File: src/rtl/clock_pkg.sv
// clock_pkg: shared mode, field-select and countdown-state encodings for the clock system
package clock_pkg;
  localparam logic [1:0] MODE_CLOCK = 2'b00;
  localparam logic [1:0] MODE_ALARM = 2'b01;
  localparam logic [1:0] MODE_STOPWATCH = 2'b10;
  localparam logic [1:0] MODE_COUNTDOWN = 2'b11;
  localparam logic [1:0] SEL_SEC = 2'b00;
  localparam logic [1:0] SEL_MIN = 2'b01;
  localparam logic [1:0] SEL_HOUR = 2'b10;
  localparam logic [5:0] SEC_MAX = 6'd59;
  typedef enum logic [1:0] {CD_IDLE = 2'b00, CD_RUN = 2'b01, CD_PAUSE = 2'b10, CD_DONE = 2'b11} cd_state_t;
  function automatic logic [5:0] step_wrap(input logic [5:0] v, input logic [5:0] max, input logic up);
    return up ? (v >= max ? 6'd0 : v + 6'd1) : (v == 6'd0 ? max : v - 6'd1);
  endfunction
endpackage

File: src/rtl/hms_counter.sv
// hms_counter: hh:mm:ss registers with load, clear, wrapping field edit and borrow decrement
module hms_counter
  import clock_pkg::*;
#(
  parameter int MAX_HOUR = 23
) (
  input  logic       clk,
  input  logic       rst_n,
  input  logic       clr,
  input  logic       load,
  input  logic [4:0] load_hour,
  input  logic [5:0] load_min,
  input  logic [5:0] load_sec,
  input  logic       inc,
  input  logic       dec,
  input  logic [1:0] sel,
  input  logic       tick_dec,
  output logic [4:0] hour,
  output logic [5:0] min,
  output logic [5:0] sec,
  output logic       is_zero,
  output logic       is_one
);
  logic [5:0] h_step;
  assign h_step = step_wrap({1'b0, hour}, 6'(MAX_HOUR), inc);
  assign is_zero = hour == 5'd0 && min == 6'd0 && sec == 6'd0;
  assign is_one = hour == 5'd0 && min == 6'd0 && sec == 6'd1;
  always_ff @(posedge clk or negedge rst_n) begin
    if (!rst_n) begin
      hour <= '0;
      min <= '0;
      sec <= '0;
    end else if (clr) begin
      hour <= '0;
      min <= '0;
      sec <= '0;
    end else if (load) begin
      hour <= load_hour;
      min <= load_min;
      sec <= load_sec;
    end else if (inc ^ dec) begin
      if (sel == SEL_HOUR) hour <= h_step[4:0];
      else if (sel == SEL_MIN) min <= step_wrap(min, SEC_MAX, inc);
      else sec <= step_wrap(sec, SEC_MAX, inc);
    end else if (tick_dec && !is_zero) begin
      if (sec != 6'd0) sec <= sec - 6'd1;
      else if (min != 6'd0) begin
        min <= min - 6'd1;
        sec <= SEC_MAX;
      end else begin
        hour <= hour - 5'd1;
        min <= SEC_MAX;
        sec <= SEC_MAX;
      end
    end
  end
endmodule

File: src/rtl/countdown_ctrl.sv
// countdown_ctrl: countdown FSM, preset and expiry beep around an hms_counter
module countdown_ctrl
  import clock_pkg::*;
#(
  parameter int BEEP_SEC = 10,
  parameter int MAX_HOUR = 23
) (
  input  logic       clk,
  input  logic       rst_n,
  input  logic [1:0] model,
  input  logic [1:0] adjust_shif,
  input  logic       key_up,
  input  logic       key_down,
  input  logic       start_key,
  input  logic       clear,
  input  logic       sec_tick,
  output logic [4:0] cd_hour,
  output logic [5:0] cd_min,
  output logic [5:0] cd_sec,
  output logic [1:0] cd_state,
  output logic       beep
);
  cd_state_t state, nxt;
  logic [4:0] pre_hour;
  logic [5:0] pre_min, pre_sec, bcnt, bcnt_nxt;
  logic beep_nxt, h_clr, h_load, h_inc, h_dec, h_tick, pre_ld, is_zero, is_one;
  logic en, c, s, u, d;
  assign en = model == MODE_COUNTDOWN;
  assign c = clear & en;
  assign s = start_key & en;
  assign u = key_up & en;
  assign d = key_down & en;
  assign cd_state = state;
  always_comb begin
    nxt = state;
    bcnt_nxt = bcnt;
    beep_nxt = beep;
    h_clr = 1'b0;
    h_load = 1'b0;
    h_inc = 1'b0;
    h_dec = 1'b0;
    h_tick = 1'b0;
    pre_ld = 1'b0;
    if (c) begin
      nxt = CD_IDLE;
      h_clr = 1'b1;
      beep_nxt = 1'b0;
      bcnt_nxt = '0;
    end else begin
      case (state)
        CD_IDLE: begin
          pre_ld = s && !is_zero;
          nxt = pre_ld ? CD_RUN : CD_IDLE;
          h_inc = !s && u;
          h_dec = !s && d;
        end
        CD_RUN: begin
          nxt = s ? CD_PAUSE : (sec_tick && is_one) ? CD_DONE : CD_RUN;
          h_tick = !s && sec_tick;
          beep_nxt = !s && sec_tick && is_one;
          bcnt_nxt = beep_nxt ? 6'(BEEP_SEC) : bcnt;
        end
        CD_PAUSE: begin
          nxt = s ? (is_zero ? CD_IDLE : CD_RUN) : CD_PAUSE;
          h_inc = !s && u;
          h_dec = !s && d;
        end
        default: begin
          // keys silence at once; otherwise the beep runs out on ticks
          h_load = s || u || d || (sec_tick && bcnt <= 6'd1);
          bcnt_nxt = h_load ? 6'd0 : sec_tick ? bcnt - 6'd1 : bcnt;
          beep_nxt = !h_load;
          nxt = h_load ? CD_IDLE : CD_DONE;
        end
      endcase
    end
  end
  always_ff @(posedge clk or negedge rst_n) begin
    if (!rst_n) begin
      state <= CD_IDLE;
      bcnt <= '0;
      beep <= 1'b0;
      pre_hour <= '0;
      pre_min <= '0;
      pre_sec <= '0;
    end else begin
      state <= nxt;
      bcnt <= bcnt_nxt;
      beep <= beep_nxt;
      if (c) begin
        pre_hour <= '0;
        pre_min <= '0;
        pre_sec <= '0;
      end else if (pre_ld) begin
        pre_hour <= cd_hour;
        pre_min <= cd_min;
        pre_sec <= cd_sec;
      end
    end
  end
  hms_counter #(.MAX_HOUR(MAX_HOUR)) u_hms (
    .clk(clk),
    .rst_n(rst_n),
    .clr(h_clr),
    .load(h_load),
    .load_hour(pre_hour),
    .load_min(pre_min),
    .load_sec(pre_sec),
    .inc(h_inc),
    .dec(h_dec),
    .sel(adjust_shif),
    .tick_dec(h_tick),
    .hour(cd_hour),
    .min(cd_min),
    .sec(cd_sec),
    .is_zero(is_zero),
    .is_one(is_one)
  );
endmodule

File: config.mk
export PLATFORM = sky130hd
export DESIGN_NAME = countdown_ctrl
export DESIGN_NICKNAME = d
export VERILOG_FILES = /design/src/rtl/clock_pkg.sv /design/src/rtl/hms_counter.sv /design/src/rtl/countdown_ctrl.sv
export SDC_FILE = /design/constraint.sdc
export NUM_CORES = 1
export LEC_CHECK = 0
export ABC_AREA = 1
export CAP_MARGIN = 10
export CELL_PAD_IN_SITES_DETAIL_PLACEMENT = 0
export CELL_PAD_IN_SITES_GLOBAL_PLACEMENT = 1
export CORE_MARGIN = 2
export CORE_UTILIZATION = 40
export CTS_BUF_LIST = sky130_fd_sc_hd__clkbuf_4 sky130_fd_sc_hd__clkbuf_8
export DETAILED_ROUTE_END_ITERATION = 8
export GPL_ROUTABILITY_DRIVEN = 1
export PLACE_DENSITY_LB_ADDON = 0.1
export SLEW_MARGIN = 20
export SYNTH_ARGS = -nofsm -noshare
export SYNTH_HDL_FRONTEND = slang
export SYNTH_SLANG_ARGS = --single-unit
File: constraint.sdc
create_clock -name clk -period 3 [get_ports clk]
set_input_delay 0.3 -clock clk [delete_from_list [all_inputs] [get_ports clk]]
set_output_delay 0.3 -clock clk [all_outputs]
set_load 0.01 [all_outputs]
## Yosys cells after proc, flatten, opt, wreduce, memory -nomap -nowiden

Cells that the tools add are included.
W data, S select, Z words.

- Word-level logic and storage cells: 135
- Input bits: 11
- Output and inout bits: 20
- Register bits: 43

- $add $sub $neg: 8
- Bitwise logic cells: 5
- Reduce and logical (&&, ||, !) cells: 32
- Mux-type cells: 63
- Equal/unequal tests: 14
- Order comparisons: 4

Operator list:

| cell | number |
|---|---|
| $mux W6 | 29 |
| $mux W5 | 12 |
| $sub A6 B1 Y6 const B | 3 |
| $ne A4 B4 Y1 const B | 4 |
| $mux W1 | 14 |
| $add A6 B1 Y6 const B | 2 |
| $ge A6 B6 Y1 const B | 2 |
| $logic_not A6 Y1 | 2 |
| $pmux W6 S2 | 1 |
| $reduce_bool A6 Y1 | 2 |
| $logic_and A1 B1 Y1 | 11 |
| $mux W2 | 5 |
| $sub A5 B1 Y5 const B | 2 |
| $ne A4 B3 Y1 const B | 2 |
| $reduce_and A4 Y1 | 2 |
| $reduce_bool A4 Y1 | 2 |
| $eq A2 B2 Y1 const B | 3 |
| $eq A6 B1 Y1 const B | 1 |
| $le A6 B1 Y1 const B | 1 |
| $pmux W2 S3 | 1 |
| $reduce_and A3 Y1 | 2 |
| $add A5 B1 Y5 const B | 1 |
| $ge A5 B5 Y1 const B | 1 |
| $logic_not A5 Y1 | 1 |
| 12 further kinds | 20 |

## Longest topological paths before layout

Gate-level depths: netlist of the first run.

- Depth after elaboration: 12
- Depth in mapped cells: 14
- Depth with buffers taken out: 13

## Hierarchy

Synthesis of the first run repeated with hierarchy kept, for this count alone.

- Cells, all modules: 503
- Area total of the unflattened synthesis: 3588.4 µm²

By module, submodules not included:

| module | seq. area each (µm²) | times used | cells an instance | area an instance (µm²) |
|---|---|---|---|---|
| hms_counter | 425.4 | 1 | 320 | 2077.0 |
| countdown_ctrl | 650.6 | 1 | 183 | 1511.4 |

## Worst setup path after synthesis of the first run

No wires, ideal clock.

- Kind: reg-to-reg
- Start: reg u_hms.hour[0]
- End: reg u_hms.min[1]
- Path buffers: 0
- Cell stages (with the launch flop): 12
- Required time: 2.883 ns
- Data arrival time: 1.572 ns
- Period minus slack after synthesis: 1.689 ns
- Setup time: 0.117 ns
- Path slack: 1.311 ns
- Cells stage by stage: dfrtp_1 > inv_1 > ha_1 > nand3_1 > nor2_2 > nand2_2 > nand2_1 > nand2_2 > nand3_4 > nand2_4 > nand2_1 > nand2_1

- Word-level cells in the longest chain between the ends: 7

RTL lines:

| element | line | text |
|---|---|---|
| from (decl) | hms_counter.sv:18 | `output logic [4:0] hour,` |
| from (signal assigned) | hms_counter.sv:38 | `hour <= load_hour;` |
| from (signal assigned) | hms_counter.sv:42 | `if (sel == SEL_HOUR) hour <= h_step[4:0];` |
| from (signal assigned) | hms_counter.sv:51 | `hour <= hour - 5'd1;` |
| $logic_not A5 Y1 | hms_counter.sv:26 | `assign is_zero = hour == 5'd0 && min == 6'd0 && sec == 6'd0;` |
| $logic_and A1 B1 Y1 (2 in a row) | hms_counter.sv:26 |  |
| $logic_not A1 Y1 | hms_counter.sv:45 | `end else if (tick_dec && !is_zero) begin` |
| $logic_and A1 B1 Y1 | hms_counter.sv:45 |  |
| $reduce_bool A4 Y1 (no source line) | -- |  |
| $reduce_and A4 Y1 (no source line) | -- |  |
| to (signal assigned) | hms_counter.sv:39 | `min <= load_min;` |
| to (signal assigned) | hms_counter.sv:43 | `else if (sel == SEL_MIN) min <= step_wrap(min, SEC_MAX, inc);` |
| to (signal assigned) | hms_counter.sv:48 | `min <= min - 6'd1;` |
| to (decl) | hms_counter.sv:19 | `output logic [5:0] min,` |

Every way passes these cells.
A chain may end at the register's enable or synchronous reset.

## Final worst setup path of the first run

- Start: reg u_hms.sec[0]
- End: reg pre_sec[3]

- Word-level cells in the longest chain between the ends: 7

RTL lines:

| element | line | text |
|---|---|---|
| from (decl) | hms_counter.sv:20 | `output logic [5:0] sec,` |
| from (signal assigned) | hms_counter.sv:40 | `sec <= load_sec;` |
| from (signal assigned) | hms_counter.sv:44 | `else sec <= step_wrap(sec, SEC_MAX, inc);` |
| from (signal assigned) | hms_counter.sv:46 | `if (sec != 6'd0) sec <= sec - 6'd1;` |
| $logic_not A6 Y1 | hms_counter.sv:26 |  |
| $logic_and A1 B1 Y1 | hms_counter.sv:26 |  |
| $logic_not A1 Y1 | countdown_ctrl.sv:52 | `pre_ld = s && !is_zero;` |
| $logic_and A1 B1 Y1 | countdown_ctrl.sv:52 |  |
| $mux W1 | countdown_ctrl.sv:50 | `case (state)` |
| $mux W1 | countdown_ctrl.sv:44 | `if (c) begin` |
| $reduce_bool A2 Y1 (no source line) | -- |  |
| to (signal assigned) | countdown_ctrl.sv:97 | `pre_sec <= cd_sec;` |
| to (decl) | countdown_ctrl.sv:25 | `logic [5:0] pre_min, pre_sec, bcnt, bcnt_nxt;` |

Every way passes these cells.

==> results of run 1 <==
[stage by stage]
stage / hold WS, ns / total power, mW / instance area (sq um) / worst slack (ns) / cells
6_report: -0.0156 / 3.36 / 3750 / 0.957 / 618
5_1_grt: 0.0331 / 3.72 / 3750 / 0.756 / 618
4_1_cts: 0.208 / 3.38 / 3750 / 0.918 / 618
3_5_place_dp: 0.487 / 2.97 / 3660 / 0.682 / 610
3_3_place_gp: 0.468 / 2.98 / 3660 / 0.699 / 610
2_1_floorplan: 0.00441 / 2.41 / 3330 / 1.31 / 491
[registers in the layout (all words and copies together) (netlist names), 2 cells and up]
signal      flops
bcnt            6
pre_min         6
pre_sec         6
u_hms.min       6
u_hms.sec       6
pre_hour        5
u_hms.hour      5
cd_state        2
[synth_stat cells (all sizes together)]
cell type | count | area, sq um
nor3 | 3 | 15.0
o21bai | 3 | 22.5
and3 | 1 | 6.26
inv | 41 | 156
o21ai | 22 | 110
nand3b | 2 | 15.0
a21oi | 4 | 20.0
nor2 | 36 | 183
dfrtp | 43 | 1080
ha | 11 | 138
nand4 | 10 | 62.6
nand3 | 84 | 473
or2 | 3 | 18.8
buf | 14 | 93.8
xor2 | 7 | 61.3
xnor2 | 3 | 26.3
and2 | 1 | 6.26
nand2 | 199 | 827
clkbuf | 3 | 11.3
a211oi | 1 | 7.51
[cells by family after synthesis]
kind of cell / count (synthesis)
flops: 43
fa+ha+maj: 11
xor+xnor: 10
buf+inv: 58
simple gates: 339
compound gates: 30
[worst register-to-register path: stages (launching register included)]
cell and delay [ns]:
dfrtp_1 0.52, inv_1 0.18, ha_1 0.24, and3_1 0.22, nand2_2 0.13, nand2_4 0.19
nor2_8 0.33, nand2_1 0.10, nand2_1 0.07
[layout make-up]
type                    count  area share [%]
clock buffers               7            2.24
clock inverters             1           0.133
inverters                  41            4.17
multi-input cells         390            53.1
flip-flops and latches     43            28.7
well taps                 105            3.50
repair buffers             31            8.14
[worst paths after layout]
check	from	end	slack, ns	cells after the start
hold / removal	rst_n	pre_hour[2]	-0.02	1
setup reg to reg	u_hms.sec[0]	pre_sec[3]	0.96	8
setup / recovery	u_hms.sec[0]	pre_sec[3]	0.96	8
max in group asynchronous	rst_n	bcnt[0]	2.63	1
hold reg to reg	beep	beep	0.50	2
min in group clk	beep	beep	0.50	2
[layer usage]
metal	up-vias	part of all wire, %	track usage [%]
met5	-	0	0
met4	0	0.78	3.99
met3	8	3.0	2.77
met2	63	48	35.5
met1	1460	48	27.3
li1	1622	-	-
[report_power, final]
part | switching (mW) | leakage (nW) | internal, mW
clock network | 0.211 | 0.0491 | 0.182
registers | 0.331 | 0.566 | 0.782
logic | 1.05 | 1.38 | 0.809
==> results.md, run 1 <==
- Fin crit period: 2.04 ns
- Post-Synth Simple-Gate Area: 48.3%
- Max VDD drop: 0.319 mV
- Num CTS Buffers: 5
- CTS Buffer Depth: 2
- Fin nets: 534
- Fin crit share: 68.1%
- Synth Warn #: 0
- Post-synthesis sequential area ratio: 32.3%
- Global-route wire length before repair: 14500 um
- Routed len/inst: 13.9 um
- CP Capture Type: flip-flop
- Global route overflow: 0
- Max Transition Viols Final: 0
- ANT nets after route: 0
- Worst Setup Path Type: flip-flop to flip-flop
- Status: finished with violations
- Via count of the routed design: 3153
- Adder-Cell Fraction of Synth Area: 4.13%
- Largest net degree at the start of global routing: 44
- Pleak: 2.00 nW
- Achievable Freq: 489 MHz
- CP most frequent cell: nand2_1
- Clk Latency, worst-skew pair: 0.30 ns
- Max Cap Viol: 0
- Compound-Gate Fraction of Synth Area: 4.81%
- Worst EP arrival: 2.29 ns
- DRC: 0
- Family with the most delay on the worst path: simple AND/OR/NAND/NOR gates
- FF+latch area: 1080 sq um
- Setup TNS: 0 ns
- CTS Hold Bufs: 0
- # H-tree levels: 2
- Layout cells sized above 1: 9.16%
- Critical Path RT: 3.24 ns
- Relative slew slack: 62.6%
- Commonest non-fill, non-tap cells in the layout: nand2_1 (183), nand3_1 (78), dfrtp_1 (43), inv_1 (36), clkdlybuf4s50_1 (29)
- CTS tree: yes
- Vias/cell: 5.10
- PwrDens: 896 nW/um^2
- Slowest CP cell: dfrtp_1
- I/O Buffers: 30
- Syn Area/Cell: 6.78 sq um
- Post-CTS setup repair buffer count: 0
- Final setup viols: 0
- Root buf cell: clkbuf_8
- Row cnt: 33
- Failing checks: hold timing
- Crit path buffers/inverters: 1
- Final core area utilization: 46.1%
- Crit path largest cell delay: 0.52 ns
- Hold WC Path Type: input port to async pin
- Hold Slack: -0.0156 ns
- Worst-path fanout max: 18
- Vias in the first global route: 2959
- Least-Margin Pin Slew: 0.562 ns
- CTS Sinks: 43
- Gr usage total: 20.5%
- Final Hold Fails: 25
- RSZ-0062 raised after global routing: no
- Synth Instances: 491
- Largest family of logic cells by synthesized area: simple AND/OR/NAND/NOR gates
- Net Count, Synth: 513
- Initial antenna violation count: 0
- Clk_skew: 0.00404 ns
- Multiplexer share of the synthesized area: 0%
- Die ar.: 9070 sq um
- Die Ht: 95.2 um
- Post-CTS Resized: 0
- Yosys cell types: 33
- Fill cell count: 842
- Area of the mapped netlist: 3330 sq um
- Diode count: 0
- Multi-input logic area: 1990 sq um
- Placer Congestion: 0.790
- Most common cell after layout, fill and taps aside: nand2_1
- Synthesis-to-finish area growth: 12.6%
- First drt pass iteration count: 4
- 1st-iter DRT viols: 90
- Number of top-level pins: 31
- Crit path cell chain: inv_1 > ha_1 > and3_1 > nand2_2 > nand2_4 > nor2_8 > nand2_1 > nand2_1
- Synth Area in XOR/XNOR: 2.63%
- Die width: 95.2 um
- CTS clock-pin slew for the worst setup and hold paths: 0.08 ns
- Type of origin of the critical path: flip-flop
- Placeable Area: 8130 sq um
- Synth Register Bits: 43
- HPWL after detailed placement: 5980 um
- Initial core utilization: 40.9%
- Routed wire length: 8580 um
No activity file was read; power rests on OpenSTA's default activity.
==> run 2, diff against run 1 <==
==> constraint.sdc (replaced) <==
create_clock -name clk -period 2 [get_ports clk]
set_input_delay 0.2 -clock clk [delete_from_list [all_inputs] [get_ports clk]]
set_output_delay 0.2 -clock clk [all_outputs]
set_load 0.01 [all_outputs]
==> results.md, run 2 (synthesized netlist as in run 1, its figures left out) <==
- Placed cell area: 4080 sq um
- Layout cells sized above 1: 16.8%
- CTS Sinks: 43
- Worst EP arrival: 2.07 ns
- Setup TNS: 0 ns
- Via count of the routed design: 3325
- Worst Setup Path Type: flip-flop to flip-flop
- CTS tree: yes
- Status: finished, final reports clean
- CP Capture Type: flip-flop
- Achievable Freq: 550 MHz
- Fin crit period: 1.82 ns
- Final setup viols: 0
- Tot Pwr: 5.48 mW
- Vias/cell: 5.00
- Non-Filler Instances: 665
- Max Cap Viol: 0
- Row cnt: 33
- # H-tree levels: 2
- ANT nets after route: 0
- Flop pwr share: 26.2%
- Critical Path RT: 2.25 ns
- Gr usage total: 21.3%
- Routed len/inst: 13.6 um
- Clk Latency, worst-skew pair: 0.30 ns
- Synthesis-to-finish area growth: 25.8%
- Clk_skew: 0.00759 ns
- Initial antenna violation count: 0
- Final Hold Fails: 0
- Pleak: 2.24 nW
- Worst-path fanout max: 7
- Internal power: 2.98 mW
- Relative slew slack: 60.4%
- PwrDens: 1310 nW/um^2
- Type of origin of the critical path: flip-flop
- Commonest non-fill, non-tap cells in the layout: nand2_1 (183), nand3_1 (78), dfrtp_1 (42), buf_4 (41), inv_1 (36)
- Diode count: 0
- Comb pwr share: 63.0%
- 1st-iter DRT viols: 106
- Fin crit share: 91.0%
- CTS Buffer Depth: 2
- Max Transition Viols Final: 0
- Die ar.: 9070 sq um
- Max VDD drop: 0.545 mV
- Fill cell count: 841
- Number of top-level pins: 31
- Placer Congestion: 0.854
- Largest net degree at the start of global routing: 44
- Final Instance Area: 4190 sq um
- Placeable Area: 8130 sq um
- Routed wire length: 9050 um
- HPWL after detailed placement: 6870 um
- Clock power frac: 10.7%
- Global-route wire length before repair: 15100 um
- Num CTS Buffers: 5
- DRC: 0
- Post-CTS setup repair buffer count: 0
- Hold Slack: 0.507 ns
- I/O Buffers: 30
- Fin nets: 581
- First drt pass iteration count: 4
- Die Ht: 95.2 um
- Die width: 95.2 um
- RSZ-0062 raised after global routing: no
- Psw: 2.50 mW
- Sw Share: 45.6%
- Least-Margin Pin Slew: 0.594 ns
- CTS clock-pin slew for the worst setup and hold paths: 0.09 ns
- Vias in the first global route: 3167
- Hold WC Path Type: input port to async pin
- Placed cells: 656
- Initial core utilization: 40.9%
- Most common cell after layout, fill and taps aside: nand2_1
- Root buf cell: clkbuf_8
- Global route overflow: 0
==> run 2: changes by cell type in the layout (fill, tap and decap cells not counted), moves of 2 or more <==
cell | previous run | this run
clkbuf_4 | 2 | 0
buf_12 | 0 | 6
buf_4 | 2 | 41
clkinv_4 | 0 | 2
==> run 2: routing by layer <==
layer / track usage, % / wire (um)
met1: 27.6 / 4140
met2: 37.3 / 4560
met3: 2.45 / 302
met4: 5.80 / 51
met5: 0 / 0
==> run 2: worst max-delay path, cell delays in order, from the launching register on <==
cell and delay, ns:
dfrtp_1 0.47, inv_1 0.12, ha_1 0.22, and3_1 0.23
nand2_2 0.14, nand2_1 0.09, nand2_2 0.12, nand3_4 0.12
nand2_2 0.14, nand2_1 0.07, nand2_1 0.06
==> run 2: what timing repair did <==
| action | 4_1_cts | 5_1_grt |
|---|---|---|
| resized for setup | 0 | 2 |
| hold buffers | 1 | 0 |
| setup endpoints to repair | 0 | 4 |
| endpoints found under the hold margin | 43 | 0 |
==> run 2: area by class of cell <==
cell class	instances	area, sq um	area share [%]
Sequential cell	43	1080	25.7
Inverter	41	156	3.73
Tap cell	105	131	3.14
Clock buffer	5	68.8	1.64
Clock inverter	3	25.0	0.597
Multi-Input combinational cell	390	2000	47.7
Timing Repair Buffer	78	733	17.5
==> run 2: path summary, 6_finish.rpt <==
check                             start       endpoint  slack (ns)  cells after the start
min in group clk                   beep           beep        0.52                      2
setup reg to reg           u_hms.sec[1]   u_hms.sec[3]        0.18                     10
setup / recovery           u_hms.sec[1]   u_hms.sec[3]        0.18                     10
max in group asynchronous         rst_n   u_hms.sec[0]        1.06                      3
hold / removal                    rst_n  u_hms.hour[0]        0.51                      3
hold reg to reg                    beep           beep        0.52                      2
==> run 2: metrics by stage <==
stage               setup slack [ns]  util, %
floorplan                      0.311        -
global placement            -0.00398     50.1
detailed placement           -0.0357     50.1
CTS                            0.142     51.4
global route                  0.0135     51.5
finish                         0.181     51.5
==> run 2: power by group through the flow <==
stage	clock (mW)	combinational (mW)	sequential [mW]
after floorplan	0	2.08	1.54
after global placement	0	3.46	1.44
after detailed placement	0	3.46	1.45
after CTS	0.614	3.48	1.43
after global routing	0.652	3.91	1.49
final	0.589	3.46	1.44
